File: config.mk
export PLATFORM = sky130hd
export DESIGN_NAME = spi_sclk_engine
export DESIGN_NICKNAME = d
export VERILOG_FILES = /design/src/rtl/spi_sclk_engine.sv
export SDC_FILE = /design/constraint.sdc
export NUM_CORES = 1
export LEC_CHECK = 0
export CORE_MARGIN = 2
export CORE_UTILIZATION = 50
export DETAILED_ROUTE_END_ITERATION = 8
export PLACE_DENSITY = 0.74
export SYNTH_ARGS = -nofsm -noshare
export SYNTH_HDL_FRONTEND = slang
export SYNTH_SLANG_ARGS = --single-unit
File: constraint.sdc
create_clock -name sysclk -period 2.3 [get_ports sysclk]
set_input_delay 0.575 -clock sysclk [delete_from_list [all_inputs] [get_ports sysclk]]
set_output_delay 0.575 -clock sysclk [all_outputs]
set_load 0.01 [all_outputs]
File: src/rtl/spi_sclk_engine.sv
// SPI serial-clock engine: frames SCLK with chip-select setup/hold delays and CPOL/CPHA strobes.
// Define SPI_CLKGEN_BACK2BACK_EN to let a go in the final hold cycle chain frames under one cs_n.
module spi_sclk_engine #(
   parameter int C_DIVIDER_WIDTH = 8,
   parameter int C_BITCNT_WIDTH  = 6,
   parameter int C_DELAY_WIDTH   = 4
) (
   input  logic                       sysclk,
   input  logic                       rst_n,
   input  logic                       enable,
   input  logic                       go,
   input  logic                       CPOL,
   input  logic                       CPHA,
   input  logic [C_DIVIDER_WIDTH-1:0] divider_i,
   input  logic [C_BITCNT_WIDTH-1:0]  nbits_i,
   input  logic [C_DELAY_WIDTH-1:0]   cs_setup_i,
   input  logic [C_DELAY_WIDTH-1:0]   cs_hold_i,
   output logic                       sclk,
   output logic                       cs_n,
   output logic                       shift_stb,
   output logic                       sample_stb,
   output logic                       busy,
   output logic                       done
);

   localparam int BCW = C_BITCNT_WIDTH + 1;

`ifdef SPI_CLKGEN_BACK2BACK_EN
   localparam bit B2B_EN = 1'b1;
`else
   localparam bit B2B_EN = 1'b0;
`endif

   typedef enum logic [1:0] {IDLE, SETUP, RUN, HOLD} state_t;

   state_t                     state;
   logic [C_DIVIDER_WIDTH-1:0] div_q;
   logic [C_DIVIDER_WIDTH-1:0] hp_cnt;
   logic [C_DELAY_WIDTH-1:0]   hold_q;
   logic [C_DELAY_WIDTH-1:0]   delay_cnt;
   logic [BCW-1:0]             bit_cnt;
   logic                       cpol_q;
   logic                       cpha_q;
   logic                       lead_next;

   logic [BCW-1:0] nbits_full;
   logic           hp_expire;
   logic           delay_zero;
   logic           last_bit;
   logic           start_ok;

   // nbits_i of zero encodes a full 2^C_BITCNT_WIDTH-bit frame; the extra counter bit holds it.
   assign nbits_full = (nbits_i == '0) ? {1'b1, {C_BITCNT_WIDTH{1'b0}}} : {1'b0, nbits_i};
   assign hp_expire  = (hp_cnt == '0);
   assign delay_zero = (delay_cnt == '0);
   assign last_bit   = (bit_cnt == BCW'(1));
   assign start_ok   = go && enable &&
                       ((state == IDLE) || (B2B_EN && (state == HOLD) && hp_expire && delay_zero));

   always_ff @(posedge sysclk) begin
      if (!rst_n) begin
         state      <= IDLE;
         div_q      <= '0;
         hp_cnt     <= '0;
         hold_q     <= '0;
         delay_cnt  <= '0;
         bit_cnt    <= '0;
         cpol_q     <= 1'b0;
         cpha_q     <= 1'b0;
         lead_next  <= 1'b0;
         sclk       <= CPOL;
         cs_n       <= 1'b1;
         shift_stb  <= 1'b0;
         sample_stb <= 1'b0;
         busy       <= 1'b0;
         done       <= 1'b0;
      end else begin
         // NOTE: one-cycle pulses get a default low here; the branches below override with <=,
         // and the last non-blocking write in program order wins at the edge.
         shift_stb  <= 1'b0;
         sample_stb <= 1'b0;
         done       <= 1'b0;

         if (!enable) begin
            state <= IDLE;
            sclk  <= CPOL;
            cs_n  <= 1'b1;
            busy  <= 1'b0;
         end else if (start_ok) begin
            state     <= SETUP;
            div_q     <= divider_i;
            hp_cnt    <= divider_i;
            delay_cnt <= cs_setup_i;
            hold_q    <= cs_hold_i;
            bit_cnt   <= nbits_full;
            cpol_q    <= CPOL;
            cpha_q    <= CPHA;
            lead_next <= 1'b1;
            sclk      <= CPOL;
            cs_n      <= 1'b0;
            busy      <= 1'b1;
            done      <= (state == HOLD);   // chained frame still reports the previous one
         end else begin
            case (state)
               IDLE: sclk <= CPOL;

               SETUP, HOLD: begin
                  if (!hp_expire) begin
                     hp_cnt <= hp_cnt - 1'b1;
                  end else begin
                     hp_cnt <= div_q;
                     if (!delay_zero) begin
                        delay_cnt <= delay_cnt - 1'b1;
                     end else if (state == SETUP) begin
                        // End of setup is also the first (leading) SCLK edge.
                        state     <= RUN;
                        sclk      <= ~sclk;
                        lead_next <= 1'b0;
                        if (cpha_q) shift_stb  <= 1'b1;
                        else        sample_stb <= 1'b1;
                     end else begin
                        state <= IDLE;
                        cs_n  <= 1'b1;
                        busy  <= 1'b0;
                        done  <= 1'b1;
                     end
                  end
               end

               RUN: begin
                  if (!hp_expire) begin
                     hp_cnt <= hp_cnt - 1'b1;
                  end else begin
                     hp_cnt <= div_q;
                     if (lead_next) begin
                        sclk      <= ~sclk;
                        lead_next <= 1'b0;
                        if (cpha_q) shift_stb  <= 1'b1;
                        else        sample_stb <= 1'b1;
                     end else begin
                        lead_next <= 1'b1;
                        if (cpha_q) sample_stb <= 1'b1;
                        if (last_bit) begin
                           // CPHA=0 has no next bit to drive after the final trailing edge.
                           sclk      <= cpol_q;
                           state     <= HOLD;
                           delay_cnt <= hold_q;
                        end else begin
                           sclk    <= ~sclk;
                           bit_cnt <= bit_cnt - 1'b1;
                           if (!cpha_q) shift_stb <= 1'b1;
                        end
                     end
                  end
               end

               default: state <= IDLE;
            endcase
         end
      end
   end

endmodule
Word-level counts from Yosys, hierarchy flattened
Index checks and enable logic that the tools add are counted.
- flip-flop bits (word level): 42
- bits of input ports: 28
- output and inout bits: 6
- logic and storage cells: 142
- add/sub/neg operators: 3
- equal/unequal tests: 23
- multiplexer cells: 71
- bitwise logic cells: 3
- reductions and logical operators: 26
- operators by type and width (operator ; count):
    1-bit 2-to-1 mux ; 44
    7-bit 2-to-1 mux ; 6
    4-bit 2-to-1 mux ; 6
    8-bit 2-to-1 mux ; 3
    3-bit != test, second input constant ; 7
    5-bit != test, second input constant ; 4
    6-bit AND reduction ; 3
    2-bit 2-to-1 mux ; 6
    2-bit != test, second input constant ; 6
    2-bit nonzero test ; 6
    8-bit logical NOT ; 1
    4-bit one-hot mux with 2 select lines ; 1
    4-bit AND reduction ; 2
    8-bit by 1-bit subtractor with 8-bit output, second input constant ; 1
    7-bit by 1-bit equality test with 1-bit output, second input constant ; 1
    7-bit AND reduction ; 1
    7-bit by 1-bit subtractor with 7-bit output, second input constant ; 1
    6-bit logical NOT ; 1
    1-bit one-hot mux with 2 select lines ; 3
    2-bit AND reduction ; 3
    3-bit OR reduction ; 2
    5-bit AND reduction ; 1
    2-bit equality test, second input constant ; 2
    4-bit logical NOT ; 1
    10 further kinds ; 14

Logic depth before layout (Yosys ltp)
- word-level depth: 8
- mapped depth: 9
- depth with buffers taken out: 7

Worst setup path after synthesis
OpenSTA, ideal clock, no wires.
- path type: reg2reg
- from: register hp_cnt[0]
- to: register delay_cnt[0]
- setup time: 72 ps
- arrival: 2016 ps
- data required time: 2228 ps
- path slack: 212 ps
- cell stages (with the launch flop): 8
- path buffers: 1
- period minus slack after synthesis: 2088 ps
- cell sequence: dfxtp_1 inv_1 ha_1 or3b_2 buf_2 o311a_1 nor3_2 mux2i_1
- longest elaborated chain between the ends: 3
- elaborated cells between the ends (all ways): 4
- classes of those cells: 2 x eq/ne; 2 x reduce/logical
- RTL lines (element ; line ; source):
    from (decl) ; 38 ; logic [C_DIVIDER_WIDTH-1:0] hp_cnt;
    from (signal assigned) ; 92 ; hp_cnt <= divider_i;
    from (signal assigned) ; 109 ; hp_cnt <= hp_cnt - 1'b1;
    from (signal assigned) ; 111 ; hp_cnt <= div_q;
    8-bit logical NOT (*) ; 54 ; assign hp_expire = (hp_cnt == '0);
    3-bit != test (no line) ; n/a ;
    7-bit AND reduction (no line) (*) ; n/a ;
    to (signal assigned) ; 93 ; delay_cnt <= cs_setup_i;
    to (signal assigned) ; 113 ; delay_cnt <= delay_cnt - 1'b1;
    to (signal assigned) ; 147 ; delay_cnt <= hold_q;
    to (decl) ; 40 ; logic [C_DELAY_WIDTH-1:0] delay_cnt;
Every way passes the cells marked *; elsewhere a longest branch is shown, timed or not.
A chain may end at the register's enable or synchronous reset.

Worst setup path in the final report
- from: register hp_cnt[2]
- to: register bit_cnt[5]
- longest elaborated chain between the ends: 3
- RTL lines (element ; line ; source):
    8-bit logical NOT ; 54 ;
    2-bit nonzero test (no line) ; n/a ;
    5-bit AND reduction (no line) ; n/a ;
    to (signal assigned) ; 95 ; bit_cnt <= nbits_full;
    to (signal assigned) ; 150 ; bit_cnt <= bit_cnt - 1'b1;
    to (decl) ; 41 ; logic [BCW-1:0] bit_cnt;
No other way between the ends.

==> results <==
- The standard-cell row count is 25.
- Hold timing on the final database bottoms out at a slack of 0.4662 ns.
- 34 I/O pins were placed.
- The count of different cell masters after synthesis is 58.
- After detailed routing, the number of remaining DRC violations is 0.
- When the netlist entered floorplanning its net count stood at 349.
- Of the cells placed in the final design, the portion with a size suffix greater than 1 is 11.02%.
- The standard cell with the maximum stage delay on the critical path is or4_1.
- The register-to-register setup slack is 0.12 ns.
- In the global route stage, met2 resource usage came out at 36.31%.
- The signal on the critical path passes through or4_1 -> a211oi_4 -> o21ai_2 -> or2_2 -> a21boi_0.
- The family with the most delay on the worst path is simple AND/OR/NAND/NOR gates.
- Detailed placement finished with a half-perimeter wire length of 4216 um.
- The run finished with clean final reports.
- The number of global-route vias before repair is 2113.
- Of all nets on the critical path, the largest fanout is 8.
- The final max-slew violation count came to 0.
- The final route contains 2344 vias.
- The buffers inserted during post-CTS setup optimization is 0.
- The worst register-to-register path ends at bit_cnt[5]$_SDFFE_PN0P_.
- TritonCTS built the clock tree.
- Counting flops with a built-in enable in the synthesized netlist gives 1.
- IR analysis of the VDD net gives a maximum drop of 0.3254 mV.
- The worst setup path is launched from a register.
- The number of antenna violations at the first check in global routing came to 0.
- Dividing the detail-routed wire length by the instance count gives 13.88 um.
- The register bit total from synthesis is 42.
- The final cell count without fillers is 421.
- Sequential elements use 34.41% of the synthesized area.
- Counting along the longest clock path gives a buffer depth of 2.
- For this run the aggregate overflow at the end of global routing stands at 0.
- Fill cells in the final layout number 455.
- The core box area is 0.004755 mm2.
- The worst hold path was traced through 2 stages.
- The instance count of the mapped netlist is 311.
- After synthesis the cells add up to 0.002472 mm2.
- In the post-synthesis netlist, the biggest area contributors are dfxtp_1, nand2_1, ha_1.
- The worst-case clock skew is 0.01099 ns.
- For this run, the slowest stage of the critical path takes 0.73 ns.
- The detail route stage leaves a number of antenna-violating nets equal to 0.
- The first-iteration detailed-routing DRC count is 115.
- The floorplan die area is 0.005523 mm2.
- The fraction of synthesis flops using an asynchronous set or reset pin is 0%.
- For met3 alone, demand over resource in global routing was 4.065%.
- Net switching is 32.02% of the power.
- The startpoint identified for the worst register-to-register timing path is hp_cnt[2]$_SDFFE_PN0P_.
- In this run the worst hold path is classified as reg2reg.
- The number of endpoints with negative hold slack in the final report was 0.
- The total internal power is 1.226 mW.
- The routed design could run at a clock period as short as 2.178 ns.
- The first global-routing pass estimated 9625 um of wire.
- The flip-flop cell with the highest count after synthesis is dfxtp_1.
- The multi-input combinational cells in the finished layout cover a total of 0.001493 mm2.
- Counting the buffers created by CTS gives 5.
- After detailed placement, the total cell area comes to 0.002953 mm2.
- The buffer type at the clock tree root is clkbuf_8.
- Including well taps, the total number of placed cells is 413.
- The H-tree was split into 2 levels.
- Summing all non-filler instances in the final layout gives an area of 0.003053 mm2.
- The die outline height is 74.32 um.
- The endpoint required time on the critical path is 2.51 ns.
- The die is 74.32 um wide.
- The worst setup path is captured at a register.
- The fraction of power consumed by the clock network is 26.9%.
- CTS saw 42 sinks.
- The category of the most critical setup path is reg2reg.
- The layout overhead on the synthesized area is 23.48%.
- The depth of the worst register-to-register path is 5.
- The worst path uses 94.69% of the clock period.
- The starting density of the core is 52.00%.
- Of all cell types, the one taking the most synthesized area is dfxtp_1.
- The worst hold path begins at hold_q[3]$_SDFFE_PN0P_.
- Setup repair after global routing left no endpoint under its margin.
- The number of nets in the layout is 391.
- The first-pass iteration count of the detailed router is 4.
- Routability-driven placement finished with a final weighted congestion of 0.8937.
- Measured against its own limit, the worst slew margin works out to 64.89%.
- Based on the critical path, the design can be clocked at up to 459.1 MHz.
- The switching power of the nets is 0.5774 mW.
- The worst hold path terminates at hold_q[3]$_SDFFE_PN0P_.
- At the pin with the least slew margin, the transition time is 0.5256 ns.
- The count of buffer and inverter cells on the critical path is 0.
- The total of warnings raised by yosys is 0.
- The number of diodes added for antenna fixing is 0.
- The final layout contains routed wiring with a total length of 5845 um.
- The final standard cell utilization of the core is 64.21%.
- Dividing the detail-routed via count by the number of cells gives 5.568.
- The layer carrying the most global-route usage is met2.
- Max-cap violations in this run came to 0.
- The sequential cell area is 852.1 um2.
- The CTS clock-pin slew for the worst setup and hold paths is 0.09 ns.
- The data arrival at the endpoint of the critical path is 2.39 ns.
- The largest net degree at the start of global routing is 43.
- The global-route met1 utilization is 29.83%.
- The cell area power density is 590.7 mW/mm2.
- The sequential share of power is 44.8%.
- The clock network latency to the later pin of the worst-skew pair is 0.30 ns.
- The setup total negative slack is 0 ns.
- The average size of a mapped cell is 7.950 um2.
- The count of buffers inserted at the top-level ports is 33.
- After synthesis, the largest area contributor takes up 33.20% of total cell area.
- Combinational cells account for 28.2% of the total power.
- For this run, the total global-route usage over all layers was measured as 22.27%.
- The static power due to leakage is 1.136 nW.
- Setup violations remaining at the end of the flow were counted as 0.
==> layout by cell type (no fill, tap or decap), drive strengths merged, types with 3 or more instances in the layout <==
cell,synthesis,final
nand2,59,59
dfxtp,41,41
clkdlybuf4s50,0,33
o21ai,22,22
nor2,20,20
buf,6,19
a21boi,16,16
inv,14,14
a21oi,12,12
nor3,12,12
o211ai,10,10
ha,10,10
a31oi,9,9
mux2i,9,9
clkbuf,11,6
o21a,4,4
a211oi,4,4
nand2b,3,3
nand3,3,3
o311ai,3,3
nor4,3,3
==> worst register-to-register path, stage by stage, from the launching register on <==
cell and delay (ns):
dfxtp_1 0.36, or4_1 0.73, a211oi_4 0.34, o21ai_2 0.15, or2_2 0.32, a21boi_0 0.19
==> kinds of logic (layout without fill, tap and decap cells) <==
group,Yosys count,in the layout,share of synthesized area (%)
and+or+nand+nor,119,119,22.82
AOI/OAI and AO/OA,95,95,26.47
DFF,42,42,34.41
buffers and inverters,31,74,5.718
adders and majority gates,10,10,5.061
muxes,10,10,4.099
xor gates and xnor gates,4,4,1.417
==> worst max path at each step <==
| stage | from | endpoint | slack [ns] | cells after the start |
|---|---|---|---|---|
| 2_1_floorplan | hp_cnt[0]$_SDFFE_PN0P_ | delay_cnt[0]$_SDFFE_PN0P_ | 0.21 | 7 |
| 3_3_place_gp | go | bit_cnt[5]$_SDFFE_PN0P_ | 0.06 | 6 |
| 3_5_place_dp | enable | bit_cnt[5]$_SDFFE_PN0P_ | -0.01 | 6 |
| 4_1_cts | hp_cnt[0]$_SDFFE_PN0P_ | bit_cnt[5]$_SDFFE_PN0P_ | 0.04 | 7 |
| 5_1_grt | hp_cnt[2]$_SDFFE_PN0P_ | bit_cnt[5]$_SDFFE_PN0P_ | 0.005 | 5 |
| 6_report | hp_cnt[2]$_SDFFE_PN0P_ | bit_cnt[5]$_SDFFE_PN0P_ | 0.12 | 5 |
==> synth_stat cells, drive strengths merged, types with 3 or more instances <==
library cell  count
nand2            59
dfxtp            41
o21ai            22
nor2             20
a21boi           16
inv              14
a21oi            12
nor3             12
clkbuf           11
ha               10
o211ai           10
a31oi             9
mux2i             9
buf               6
a211oi            4
o21a              4
nand2b            3
nand3             3
nor4              3
o311ai            3
==> timing repair <==
| item | in CTS | in global routing |
|---|---|---|
| resized for setup | 0 | 4 |
| hold endpoints to repair | 0 | 0 |
| hold buffers | 0 | 0 |
| setup endpoints to repair | 0 | 5 |
==> stage by stage <==
step | worst slack, ns | power, mW
2_1_floorplan | 0.2120 | 1.161
3_3_place_gp | 0.05953 | 1.305
3_5_place_dp | -0.01469 | 1.318
4_1_cts | 0.03589 | 1.798
5_1_grt | 0.004811 | 1.898
6_report | 0.1220 | 1.803
==> registers in the layout (all words and copies together), names as in the netlist <==
signal,cells
sample_stb,1
cpol_q,1
div_q,8
cs_n,1
delay_cnt,4
hold_q,4
shift_stb,1
state,2
hp_cnt,8
done,1
sclk,1
busy,1
bit_cnt,7
cpha_q,1
lead_next,1
==> routing by layer <==
metal	part of all wire (%)	vias up
met5	0	-
met4	1.2	0
met3	3.7	6
met2	45	56
met1	50	1094
li1	-	1188
==> layout make-up <==
type,count,area share [%]
timing repair buffer,52,15.90
clock inverter,2,0.4508
tap,67,2.746
sequential,42,27.91
multi-input combinational,238,48.89
inverter,14,1.721
clock buffer,6,2.377
==> power by group through the flow <==
| stage | combinational [mW] | clock, mW | sequential [mW] |
|---|---|---|---|
| 6_report | 0.509 | 0.486 | 0.809 |
| 5_1_grt | 0.562 | 0.521 | 0.816 |
| 4_1_cts | 0.495 | 0.495 | 0.808 |
| 3_5_place_dp | 0.493 | 0 | 0.825 |
| 3_3_place_gp | 0.481 | 0 | 0.824 |
| 2_1_floorplan | 0.344 | 0 | 0.817 |
Note: power is estimated with default switching activity, not from simulation.
